[src/rtl/cpu_branch_resolver.sv]
// cpu_branch_resolver: branch condition evaluation, redirect/mispredict detection, bimodal BHT and stats
//   clk, rst_n           clock (rising edge), asynchronous active-low reset
//   flush                drops this cycle's resolve and the next-edge result
//   lookup_pc            fetch PC to predict
//   lookup_taken         MSB of the BHT counter for lookup_pc
//   res_valid/res_ready  resolve handshake
//   res_mod              condition code (funct3)
//   res_a, res_b         operands
//   res_pc, res_offset   branch PC and sign-extended offset
//   res_predicted        direction fetch predicted
//   out_*                registered result, out_valid for one cycle per accept
//   stat_branches        saturating count of accepted resolves
//   stat_mispredicts     saturating count of mispredicted resolves
module cpu_branch_resolver #(
    parameter int XLEN        = 32,
    parameter int PC_WIDTH    = 32,
    parameter int BHT_ENTRIES = 64,
    parameter int STAT_WIDTH  = 32
) (
    input  logic                  clk,
    input  logic                  rst_n,
    input  logic                  flush,
    input  logic [PC_WIDTH-1:0]   lookup_pc,
    output logic                  lookup_taken,
    input  logic                  res_valid,
    output logic                  res_ready,
    input  logic [2:0]            res_mod,
    input  logic [XLEN-1:0]       res_a,
    input  logic [XLEN-1:0]       res_b,
    input  logic [PC_WIDTH-1:0]   res_pc,
    input  logic [PC_WIDTH-1:0]   res_offset,
    input  logic                  res_predicted,
    output logic                  out_valid,
    output logic                  out_taken,
    output logic                  out_mispredict,
    output logic [PC_WIDTH-1:0]   out_redirect_pc,
    output logic [STAT_WIDTH-1:0] stat_branches,
    output logic [STAT_WIDTH-1:0] stat_mispredicts
);
    localparam int IDX_W = $clog2(BHT_ENTRIES);

    typedef enum logic {INIT, RUN} state_t;

    state_t           state, state_nx;
    logic [IDX_W-1:0] ptr;
    logic [1:0]       bht [BHT_ENTRIES];
    logic [IDX_W-1:0] res_idx, lookup_idx;
    logic [1:0]       cur, upd;
    logic             accept, taken;

    assign res_idx    = res_pc[IDX_W+1:2];
    assign lookup_idx = lookup_pc[IDX_W+1:2];
    assign accept     = res_valid && res_ready && !flush;

    always_comb begin
        case (res_mod)
            3'b000:  taken = res_a == res_b;
            3'b001:  taken = res_a != res_b;
            3'b100:  taken = $signed(res_a) <  $signed(res_b);
            3'b101:  taken = $signed(res_a) >= $signed(res_b);
            3'b110:  taken = res_a <  res_b;
            3'b111:  taken = res_a >= res_b;
            default: taken = 1'b0;
        endcase
    end

    // 2-bit saturating counter step
    assign cur = bht[res_idx];
    assign upd = taken ? ((cur == 2'b11) ? cur : cur + 2'd1)
                       : ((cur == 2'b00) ? cur : cur - 2'd1);

    // State register; the sweep pointer wraps to 0 as INIT ends
    always_ff @(posedge clk or negedge rst_n) begin
        if (!rst_n) begin
            state <= INIT;
            ptr   <= '0;
        end else begin
            state <= state_nx;
            if (state == INIT) ptr <= ptr + 1'b1;
        end
    end

    always_comb state_nx = (state == INIT && ptr == IDX_W'(BHT_ENTRIES - 1)) ? RUN : state;

    // The BHT contents are undefined until the sweep finishes, so the
    // prediction is masked while in INIT
    always_comb begin
        res_ready    = state == RUN;
        lookup_taken = res_ready && bht[lookup_idx][1];
    end

    // Counter array has no reset: INIT sweep rewrites every entry
    always_ff @(posedge clk) begin
        if (state == INIT) bht[ptr] <= 2'b01;
        else if (accept)   bht[res_idx] <= upd;
    end

    always_ff @(posedge clk or negedge rst_n) begin
        if (!rst_n) begin
            out_valid        <= 1'b0;
            out_taken        <= 1'b0;
            out_mispredict   <= 1'b0;
            out_redirect_pc  <= '0;
            stat_branches    <= '0;
            stat_mispredicts <= '0;
        end else begin
            out_valid <= accept;
            if (accept) begin
                out_taken       <= taken;
                out_mispredict  <= taken != res_predicted;
                out_redirect_pc <= res_pc + (taken ? res_offset : PC_WIDTH'(4));
                if (!(&stat_branches)) stat_branches <= stat_branches + STAT_WIDTH'(1);
                if (taken != res_predicted && !(&stat_mispredicts))
                    stat_mispredicts <= stat_mispredicts + STAT_WIDTH'(1);
            end
        end
    end
endmodule

[config.mk]
export PLATFORM = sky130hd
export DESIGN_NAME = cpu_branch_resolver
export DESIGN_NICKNAME = d
export VERILOG_FILES = /design/src/rtl/cpu_branch_resolver.sv
export SDC_FILE = /design/constraint.sdc
export NUM_CORES = 1
export LEC_CHECK = 0
export ABC_AREA = 1
export BUFFER_PORTS_ARGS = -buffer_cell sky130_fd_sc_hd__buf_2
export CORE_AREA = 2 2 158 160
export CTS_CLUSTER_DIAMETER = 120
export DETAILED_ROUTE_END_ITERATION = 10
export DIE_AREA = 0 0 160 162
export GPL_TIMING_DRIVEN = 0
export PLACE_DENSITY = 0.95
export RECOVER_POWER = 25
export SYNTH_ARGS = -nofsm -noshare
export SYNTH_HDL_FRONTEND = slang
export SYNTH_SLANG_ARGS = --single-unit
[constraint.sdc]
create_clock -name clk -period 4.7 [get_ports clk]
set_clock_uncertainty 0.2 [all_clocks]
set_input_delay 0.47 -clock clk [delete_from_list [all_inputs] [get_ports clk]]
set_output_delay 0.47 -clock clk [all_outputs]
set_load 0.01 [all_outputs]
==> impl_metrics.env <==
export IMPL_status="finished with violations"
export IMPL_violations="capacitance limit, slew limit"
export IMPL_htreeDepth=1
export IMPL_drc_errors=0
export IMPL_drt_iter0_markers=1668
export IMPL_synth_async_reset_ratio_pct=45.30
export IMPL_path_class="input pin to register"
export IMPL_relSlewSlack_pct=-36.80
export IMPL_tns_ns=0
export IMPL_io_pins=269
export IMPL_synth_simple_area_share_pct=24.70
export IMPL_min_path_type="input pin to register"
export IMPL_syn_avg_cell_area_um2=8.165
export IMPL_gr_usage_all_layers_pct=33.71
export IMPL_grt_pass1_vias=13448
export IMPL_gp_congestion=0.9993
export IMPL_synth_seq_cells=234
export IMPL_synth_enable_flop_cells=128
export IMPL_grt_overflow=0
export IMPL_drive_above_1_share_pct=15.16
export IMPL_finalCritPeriodShare_pct=93.54
export IMPL_finalWirelength_mm=45.11
export IMPL_synth_seq_area_share_pct=45.65
export IMPL_clockRootBuffer="clkbuf_16"
export IMPL_ant_nets=0
export IMPL_synth_top_family_by_area="simple AND/OR/NAND/NOR gates"
export IMPL_hold_violations=0
export IMPL_hold_depth=6
export IMPL_critPathCaptureType="register"
export IMPL_avgViaCountPerCell=5.996
export IMPL_worstHoldStart="res_pc[31]"
export IMPL_p_per_area_nw_per_um2=293.0
export IMPL_fmax_ghz=0.2275
export IMPL_clk_latency_ns=0.54
export IMPL_grt_max_degree=70
export IMPL_fp_row_count=57
export IMPL_netlist_top_cells_count="nand2_1, nor2_1, inv_1, o21ai_0, edfxtp_1"
export IMPL_setup_violations=0
export IMPL_synth_xor_xnor_area_share_pct=4.862
export IMPL_synth_top_area_cell="edfxtp_1"
export IMPL_drtPass1Iterations=8
export IMPL_cp_arrival_ns=4.64
export IMPL_synth_nets=1978
export IMPL_place_area_um2=15920
export IMPL_synth_most_common_cell="nand2_1"
export IMPL_crit_required_ns=4.95
export IMPL_timing_rr_end="bht[4][1]"
export IMPL_synth_cells=1743
export IMPL_ys_flop_type="edfxtp_1"
export IMPL_reg2reg_depth=9
export IMPL_grt_pass1_wl_mm=69.81
export IMPL_area_growth_pct=18.09
export IMPL_synth_area_leaders="edfxtp_1, dfrtp_1, nand2_1"
export IMPL_syn_area_um2=14230
export IMPL_initial_core_util_pct=59.04
export IMPL_die_area_um2=25920
export IMPL_holdPathEnd="out_redirect_pc[31]"
export IMPL_synth_distinct_cells=46
export IMPL_final_util_pct=69.71
export IMPL_cp_slowest_cell="ha_1"
export IMPL_p_leak_nw=7.490
export IMPL_stdcell_area_um2=16800
export IMPL_max_stage_delay_ns=0.36
export IMPL_hpwl_mm=33.25
export IMPL_die_h_um=162
export IMPL_ir_drop_mv=0.3761
export IMPL_clock_path_buffers=3
export IMPL_synth_compound_area_share_pct=12.36
export IMPL_drv_cap=2
export IMPL_cts_made_buffers=25
export IMPL_yosysTopAreaCellShare_pct=27.01
export IMPL_grt_setup_unrepaired="no"
export IMPL_slew_viol_final=109
export IMPL_r2r_start="res_ready"
export IMPL_r2r_slack_ns=0.88
export IMPL_die_x_um=160
export IMPL_critical_path_max_fanout=10
export IMPL_nets=2251
export IMPL_critPathLaunch="res_b[31]"
export IMPL_worstSetupStartpointType="input pin"
export IMPL_synth_fa_ha_area_share_pct=5.943
export IMPL_clk_pin_slew_worst_paths_ns=0.06
export IMPL_max_slew_worst_pin_slew_ns=2.052
export IMPL_cts_sinks=234
export IMPL_synth_mux_area_fraction_pct=0
export IMPL_synth_warnings=0
export IMPL_vias=14132
export IMPL_core_area_um2=24110
export IMPL_cts_tree="done"
export IMPL_antenna_found_initial=0
export IMPL_period_needed_ns=4.396
export IMPL_io_buffers=241
export IMPL_routedWlPerCell_um=19.14
what timing repair did:
item / CTS / global route
pin swaps: 0 / 1
gates resized for setup: 6 / 18
hold endpoints to repair: 37 / 0
buffers inserted: 0 / 1
hold buffers: 1 / 0
endpoints found under the setup margin: 7 / 10
layout make-up:
type,instances,area [µm²]
tap,324,405.4
timing repair buffer,246,1239
clock buffer,30,665.6
buffer,58,260.3
sequential,234,6496
antenna,1,2.502
clock inverter,13,198.9
inverter,179,675.6
multi-input combinational,1272,6862
fill,1978,7301
layer usage:
metal / track usage (%) / wire length [µm] / vias to the layer above
li1: - / - / 6512
met1: 43.89 / 17330 / 6516
met2: 56.26 / 21140 / 949
met3: 6.052 / 4833 / 155
met4: 13.84 / 1804 / 0
met5: 0 / 0 / -
sequential cells by signal, indices dropped and copies added, names as in the netlist:
name and count:
stat_mispredicts 32, res_ready 1, out_taken 1, ptr 6
stat_branches 32, out_valid 1, out_mispredict 1, bht 128
out_redirect_pc 32
critical path: cells and delay by family:
family | cells | cell delay, ns
AOI/OAI and AO/OA | 7 | 1.08
buffers and inverters | 6 | 0.63
adders and majority gates | 2 | 0.69
and+or+nand+nor | 12 | 1.75
worst max-delay path by stage:
stage	end	cells past startpoint
2_1_floorplan	out_redirect_pc[20]	26
6_report	out_redirect_pc[28]	27
5_1_grt	out_redirect_pc[28]	28
4_1_cts	out_redirect_pc[28]	29
3_5_place_dp	out_redirect_pc[20]	25
3_3_place_gp	out_redirect_pc[20]	25
kinds of logic (layout without fill, tap and decap cells):
kind of cell / after synthesis / in the layout
simple gates: 818 / 818
compound gates: 308 / 308
buf+inv: 237 / 526
flops: 234 / 234
xor+xnor: 79 / 79
fa+ha+maj: 67 / 67
other cells: 0 / 1
stage by stage:
step	total power [mW]	hold slack, ns	instances	worst slack (ns)
floorplan	2.583	-0.02559	1743	0.2846
global placement	2.805	0.2517	2308	-0.7399
detailed placement	2.820	0.2627	2311	-0.8612
CTS	4.895	0.1497	2355	0.03430
global route	5.075	0.1743	2356	0.009674
finish	4.925	0.1566	2357	0.3036
report_power, final:
group	internal, mW	leakage [nW]	total (mW)	switching (mW)
sequential	2.15	2.34	2.15	0
combinational	0.231	4.73	0.665	0.434
clock	1.28	0.422	2.11	0.829
total	3.66	7.49	4.92	1.26
cells in the final DEF (no fill, tap or decap), drive strengths merged, types with 8 or more instances in the layout:
master and instances:
nand2 318, nand4 58, o21ai 151, o22ai 36, ha 66, xor2 53
o211ai 10, nor3 35, clkbuf 105, edfxtp 128, o221ai 17, dfrtp 106
or2 19, nor4 25, nand3 62, buf 228, clkinv 8, a21oi 62
xnor2 26, a31oi 13, nor2 296, inv 177
Power figures use the tool's default switching activity.
